<file path="src/rtl/video_block_locator_if.sv">
// Parallel video stream (sync, data enable, RGB pixel) between a pattern source and a sink.
interface video_block_locator_if #(
  parameter int unsigned COLOR_DEPTH = 8
) ();
  logic                       vs_in;
  logic                       hs_in;
  logic                       de_in;
  logic [3*COLOR_DEPTH-1:0]   pixel_in;

  modport master (output vs_in, output hs_in, output de_in, output pixel_in);
  modport slave  (input  vs_in, input  hs_in, input  de_in, input  pixel_in);
endinterface

</file>
<file path="src/rtl/video_block_locator.sv">
// Video sink analyzer: rebuilds active x/y from de, measures resolution and locates the
// bounding box / pixel count of a target colour, publishing results once per frame.
module video_block_locator #(
  parameter int unsigned                 COLOR_DEPTH = 8,
  parameter int unsigned                 X_BITS      = 12,
  parameter int unsigned                 Y_BITS      = 12,
  parameter logic [X_BITS-1:0]           H_ACT       = 12'd1280,
  parameter logic [Y_BITS-1:0]           V_ACT       = 12'd720,
  parameter logic [3*COLOR_DEPTH-1:0]    TARGET      = '0,
  parameter logic [3*COLOR_DEPTH-1:0]    MATCH_MASK  = '1,
  parameter logic                        VS_POL      = 1'b1
) (
  input  logic                      pix_clk,
  input  logic                      rstn,
  video_block_locator_if.slave      vid,
  output logic                      frame_valid,
  output logic [X_BITS-1:0]         h_act_meas,
  output logic [Y_BITS-1:0]         v_act_meas,
  output logic                      frame_err,
  output logic                      blk_found,
  output logic [X_BITS-1:0]         blk_x0,
  output logic [Y_BITS-1:0]         blk_y0,
  output logic [X_BITS-1:0]         blk_x1,
  output logic [Y_BITS-1:0]         blk_y1,
  output logic [X_BITS+Y_BITS-1:0]  blk_cnt
);

  localparam int unsigned CNT_W = X_BITS + Y_BITS;

  logic              vs_d, de_d;
  logic              vs_edge, de_fall, match;
  logic              hs_unused;
  logic [X_BITS-1:0] x_cnt, line_len, ref_len;
  logic [Y_BITS-1:0] y_cnt, pix_y;
  logic              len_err;
  logic [X_BITS-1:0] min_x, max_x, min_x_n, max_x_n;
  logic [Y_BITS-1:0] min_y, max_y, min_y_n, max_y_n;
  logic [CNT_W-1:0]  cnt, cnt_n;

  // hsync is observed on the bus but carries no information for this analyzer
  assign hs_unused = vid.hs_in;

  assign vs_edge = (vid.vs_in == VS_POL) && (vs_d != VS_POL);
  assign de_fall = de_d && !vid.de_in;
  assign match   = vid.de_in && (((vid.pixel_in ^ TARGET) & MATCH_MASK) == '0);
  // a pixel arriving with the frame edge is the first row of the new frame
  assign pix_y   = vs_edge ? '0 : y_cnt;

  // Edge-detect history and raster position counters
  always_ff @(posedge pix_clk or negedge rstn) begin
    if (!rstn) begin
      vs_d     <= 1'b0;
      de_d     <= 1'b0;
      x_cnt    <= '0;
      y_cnt    <= '0;
      line_len <= '0;
      ref_len  <= '0;
      len_err  <= 1'b0;
    end else begin
      vs_d <= vid.vs_in;
      de_d <= vid.de_in;
      if (de_fall) begin
        x_cnt    <= '0;
        line_len <= x_cnt;
      end else if (vid.de_in && (x_cnt != '1)) begin
        x_cnt <= x_cnt + X_BITS'(1);
      end
      if (vs_edge) begin
        y_cnt   <= '0;
        len_err <= 1'b0;
      end else if (de_fall) begin
        if (y_cnt != '1) y_cnt <= y_cnt + Y_BITS'(1);
        if (y_cnt == '0)            ref_len <= x_cnt;
        else if (ref_len != x_cnt)  len_err <= 1'b1;
      end
    end
  end

  // Bounding-box trackers restart on a frame edge, then absorb the current pixel
  always_comb begin
    min_x_n = vs_edge ? '1 : min_x;
    min_y_n = vs_edge ? '1 : min_y;
    max_x_n = vs_edge ? '0 : max_x;
    max_y_n = vs_edge ? '0 : max_y;
    cnt_n   = vs_edge ? '0 : cnt;
    if (match) begin
      if (x_cnt < min_x_n) min_x_n = x_cnt;
      if (pix_y < min_y_n) min_y_n = pix_y;
      if (x_cnt > max_x_n) max_x_n = x_cnt;
      if (pix_y > max_y_n) max_y_n = pix_y;
      if (cnt_n != '1)     cnt_n   = cnt_n + CNT_W'(1);
    end
  end

  always_ff @(posedge pix_clk or negedge rstn) begin
    if (!rstn) begin
      min_x <= '1;
      min_y <= '1;
      max_x <= '0;
      max_y <= '0;
      cnt   <= '0;
    end else begin
      min_x <= min_x_n;
      min_y <= min_y_n;
      max_x <= max_x_n;
      max_y <= max_y_n;
      cnt   <= cnt_n;
    end
  end

  // Publish the finished frame; results hold until the next completed frame
  always_ff @(posedge pix_clk or negedge rstn) begin
    if (!rstn) begin
      frame_valid <= 1'b0;
      h_act_meas  <= '0;
      v_act_meas  <= '0;
      frame_err   <= 1'b0;
      blk_found   <= 1'b0;
      blk_x0      <= '0;
      blk_y0      <= '0;
      blk_x1      <= '0;
      blk_y1      <= '0;
      blk_cnt     <= '0;
    end else begin
      frame_valid <= 1'b0;
      if (vs_edge && (y_cnt != '0)) begin
        frame_valid <= 1'b1;
        h_act_meas  <= line_len;
        v_act_meas  <= y_cnt;
        frame_err   <= len_err || (line_len != H_ACT) || (y_cnt != V_ACT);
        blk_found   <= (cnt != '0);
        blk_x0      <= (cnt != '0) ? min_x : '0;
        blk_y0      <= (cnt != '0) ? min_y : '0;
        blk_x1      <= (cnt != '0) ? max_x : '0;
        blk_y1      <= (cnt != '0) ? max_y : '0;
        blk_cnt     <= cnt;
      end
    end
  end

endmodule
</file>
<file path="src/flat_wrapper.sv">
// flat-port wrapper written by rule: the top's interface ports become plain ports
module video_block_locator_flat 
#(
  parameter int unsigned                 COLOR_DEPTH = 8,
  parameter int unsigned                 X_BITS      = 12,
  parameter int unsigned                 Y_BITS      = 12,
  parameter logic [X_BITS-1:0]           H_ACT       = 12'd1280,
  parameter logic [Y_BITS-1:0]           V_ACT       = 12'd720,
  parameter logic [3*COLOR_DEPTH-1:0]    TARGET      = '0,
  parameter logic [3*COLOR_DEPTH-1:0]    MATCH_MASK  = '1,
  parameter logic                        VS_POL      = 1'b1
)
  (pix_clk, rstn, frame_valid, h_act_meas, v_act_meas, frame_err, blk_found, blk_x0, blk_y0, blk_x1, blk_y1, blk_cnt, vid_vs_in, vid_hs_in, vid_de_in, vid_pixel_in);
  video_block_locator_if #(.COLOR_DEPTH(COLOR_DEPTH)) vid_i ();
  input  logic pix_clk;
  input  logic rstn;
  output logic frame_valid;
  output logic [X_BITS-1:0] h_act_meas;
  output logic [Y_BITS-1:0] v_act_meas;
  output logic frame_err;
  output logic blk_found;
  output logic [X_BITS-1:0] blk_x0;
  output logic [Y_BITS-1:0] blk_y0;
  output logic [X_BITS-1:0] blk_x1;
  output logic [Y_BITS-1:0] blk_y1;
  output logic [X_BITS+Y_BITS-1:0] blk_cnt;
  input wire logic [$bits(vid_i.vs_in)-1:0] vid_vs_in;
  input wire logic [$bits(vid_i.hs_in)-1:0] vid_hs_in;
  input wire logic [$bits(vid_i.de_in)-1:0] vid_de_in;
  input wire logic [$bits(vid_i.pixel_in)-1:0] vid_pixel_in;
  assign vid_i.vs_in = vid_vs_in;
  assign vid_i.hs_in = vid_hs_in;
  assign vid_i.de_in = vid_de_in;
  assign vid_i.pixel_in = vid_pixel_in;
  video_block_locator #(.COLOR_DEPTH(COLOR_DEPTH), .X_BITS(X_BITS), .Y_BITS(Y_BITS), .H_ACT(H_ACT), .V_ACT(V_ACT), .TARGET(TARGET), .MATCH_MASK(MATCH_MASK), .VS_POL(VS_POL)) u_core (.pix_clk(pix_clk), .rstn(rstn), .vid(vid_i), .frame_valid(frame_valid), .h_act_meas(h_act_meas), .v_act_meas(v_act_meas), .frame_err(frame_err), .blk_found(blk_found), .blk_x0(blk_x0), .blk_y0(blk_y0), .blk_x1(blk_x1), .blk_y1(blk_y1), .blk_cnt(blk_cnt));
endmodule
</file>
<file path="config.mk">
export PLATFORM = sky130hd
export DESIGN_NAME = video_block_locator_flat
export DESIGN_NICKNAME = d
export VERILOG_FILES = /design/src/rtl/video_block_locator_if.sv /design/src/rtl/video_block_locator.sv /design/src/flat_wrapper.sv
export SDC_FILE = /design/constraint.sdc
export NUM_CORES = 1
export LEC_CHECK = 0
export CORE_MARGIN = 8
export CORE_UTILIZATION = 55
export DETAILED_ROUTE_END_ITERATION = 10
export PLACE_DENSITY_LB_ADDON = 0.12
export SETUP_SLACK_MARGIN = 0.15
export SLEW_MARGIN = 40
export SYNTH_ARGS = -nofsm -noshare
export SYNTH_HDL_FRONTEND = slang
export SYNTH_SLANG_ARGS = --single-unit
</file>
<file path="constraint.sdc">
create_clock -name pix_clk -period 4.7 [get_ports pix_clk]
set_clock_uncertainty 0.2 [all_clocks]
set_input_delay 0.94 -clock pix_clk [delete_from_list [all_inputs] [get_ports pix_clk]]
set_output_delay 0.94 -clock pix_clk [all_outputs]
set_load 0.01 [all_outputs]
</file>
==> metrics.yaml <==
drc: 0
die_w_um: 154
synth_edf_count: 0
crit_chain: "clkdlybuf4s50_1 -> nand2b_2 -> buf_4 -> nand2_1 -> ha_1 -> nor2b_1 -> o211ai_1 -> a211o_1 -> a311oi_2 -> buf_4 -> nand2_1 -> o21ai_0"
crit_arrival_ns: 4.00
drive_above_1_share_pct: 13.7
maxSlewHeadroom_pct: 51.2
dr.pass1.iters: 5
rows: 50
ant_nets: 0
cts_max_level: 1
vias: 7671
cts_resized: 0
synth.distinct_cells: 54
fp.dieArea_um2: 23600
whs_ns: 0.216
syn_to_final_growth_pct: 22.5
worst_pin_slew_ns: 0.725
top_regs: "u_core.blk_cnt (24), u_core.cnt (24)"
path_clk_slew_ns: 0.06
grt_use_total_pct: 21.3
routed_wl_mm: 25.1
finalSetupViolCount: 0
overflow: 0
async_flop_share_pct: 100
clock_sinks: 222
ys.flop_type: "dfrtp_1"
tritoncts: "built"
vdd_drop_max_mv: 0.244
syn_area_um2: 10400
grt_max_degree: 85
cts_root_buf: "clkbuf_16"
clk_latency_ns: 0.52
syn-num-nets: 1019
grt_first_pass_wirelength_mm: 41.2
utilization_pct: 68.4
critPathTopFamily: "buffers and inverters"
leakagePower_nw: 6.15
hold_class: "in2async"
synth_seq_cells: 222
start_util_pct: 55.8
cp_max_fo: 18
crit_buf_inv: 3
avgSynthCellArea_um2: 11.0
core-area_um2: 18600
hold_viol_final: 0
stdcell_count: 1316
cts_buffer_depth: 3
ios: 128
grt_pass1_vias: 7745
outcome: "finished clean"
fp.dieH_um: 154
placed_cells: 1273
netlist_instances: 944
critPathRequiredTime_ns: 4.92
rsz0062_at_grt: "false"
cellPowerDensity_nw_per_um2: 341
io_buffers: 126
cts_hold_repair.buffers: 0
maxCapViolCount: 0
ys_warn_count: 0
finalCritPeriodShare_pct: 80.4
antenna_found_initial: 0
max_freq_ghz: 0.265
nets: 1140
critical_path_class: "in2reg"
cts_made_buffers: 24
ys_seq_area_share_pct: 53.6
drv_slew: 0
worst_setup_path_end_kind: "flip-flop"
drtIter0Drc: 473
avgViaCountPerCell: 5.83
max_stage_delay_ns: 0.55
antenna_cells: 0
cp_slowest_cell: "a311oi_2"
final.min_clock_period_ns: 3.78
wire_per_inst_um: 19.1
start_kind: "input pin"
cts_setup_buffers: 0
finalSetupTns_ns: 0
gp_congestion: 0.867
dp.final_hpwl_mm: 17.9
-- cells in the final DEF (no fill, tap or decap), drive strengths merged, types with 20 or more instances in the layout --
cell	netlist	layout
dfstp	24	24
mux2	53	53
dfrtp	198	198
nand2	104	104
mux2i	36	36
nor4	27	27
inv	31	31
nand4	23	23
ha	46	46
nor2	70	70
nand3	22	22
buf	23	20
xnor2	27	27
clkbuf	27	31
a22o	48	48
o21ai	44	44
xor2	24	24
clkdlybuf4s50	0	125
-- power breakdown --
group,switching (W),internal (W)
combinational,0.000255,0.000201
sequential,0.0000819,0.00198
clock,0.000754,0.00107
total,0.00109,0.00326
-- layout make-up --
| type | instances | area (um2) |
|---|---|---|
| Clock buffer | 31 | 678 |
| Timing Repair Buffer | 145 | 1450 |
| Inverter | 31 | 116 |
| Clock inverter | 12 | 92.6 |
| Sequential cell | 222 | 5590 |
| Tap cell | 234 | 293 |
| Multi-Input combinational cell | 641 | 4550 |
| Fill cell | 1428 | 5890 |
-- final timing paths --
check	slack, ns	startpoint	to	cells after the start
worst max-delay path	0.92	vid_vs_in	u_core.max_x[8]$_DFF_PN0_	12
worst max register to register	1.43	u_core.vs_d$_DFF_PN0_	u_core.max_x[8]$_DFF_PN0_	11
worst min register to register	0.27	u_core.blk_found$_DFFE_PN0P_	u_core.blk_found$_DFFE_PN0P_	1
worst min-delay path	0.22	rstn	u_core.max_y[7]$_DFF_PN0_	1
min in group pix_clk	0.27	u_core.blk_found$_DFFE_PN0P_	u_core.blk_found$_DFFE_PN0P_	1
max in group asynchronous	3.19	rstn	u_core.min_x[9]$_DFF_PN1_	2
-- stage by stage --
| stage | cell area (um2) | power [W] | setup WS, ns |
|---|---|---|---|
| 2_1_floorplan | 10400 | 0.00232 | 0.573 |
| 3_3_place_gp | 12000 | 0.00254 | 0.524 |
| 3_5_place_dp | 12000 | 0.00256 | 0.455 |
| 4_1_cts | 12800 | 0.00439 | 0.957 |
| 5_1_grt | 12800 | 0.00452 | 0.717 |
| 6_report | 12800 | 0.00435 | 0.920 |
-- cells in the mapped netlist, types with 3 or more instances --
cell / number / area, um2
dfrtp_1: 198 / 4950
nor2_1: 70 / 263
nand4_1: 23 / 144
buf_1: 14 / 52.6
and3_1: 3 / 18.8
or4_1: 3 / 22.5
a22o_1: 48 / 420
a31oi_1: 6 / 37.5
mux2i_1: 36 / 360
mux2_2: 53 / 597
nand2_1: 104 / 390
or3_1: 4 / 25.0
a21oi_1: 19 / 95.1
o2111ai_1: 4 / 35.0
buf_2: 8 / 40.0
inv_1: 31 / 116
nand3_1: 22 / 110
ha_1: 46 / 576
nor4_1: 26 / 163
nor3_1: 15 / 75.1
xnor2_1: 27 / 236
o211ai_1: 4 / 30.0
xor2_1: 24 / 210
nand2b_1: 5 / 31.3
clkbuf_1: 27 / 101
and2_1: 5 / 31.3
dfstp_2: 24 / 631
nor2b_1: 7 / 43.8
a21o_1: 8 / 60.1
o21ai_0: 43 / 215
and4_1: 8 / 70.1
a211oi_1: 4 / 30.0
-- cells by family (layout without fill, tap and decap cells) --
logic type               after synthesis  in the layout  share of synthesized area, %
AO/OA/AOI/OAI                        149            149                          9.89
buffers and inverters                 81            219                          3.09
XOR/XNOR                              51             51                          4.29
flip-flops                           222            222                          53.6
AND/OR/NAND/NOR                      306            306                          14.4
multiplexers                          89             89                          9.19
adder cells (fa/ha/maj)               46             46                          5.53
-- layer usage --
| metal | vias up | share of wire [%] | global-route usage (%) | routed length (um) |
|---|---|---|---|---|
| met5 | - | 0 | 0 | 0 |
| met4 | 0 | 1.6 | 4.95 | 411 |
| met3 | 42 | 6.8 | 5.75 | 1700 |
| met2 | 211 | 46 | 34.1 | 11600 |
| met1 | 3808 | 45 | 28.6 | 11400 |
| li1 | 3610 | - | - | - |
Note: power is estimated with default switching activity, not from simulation.
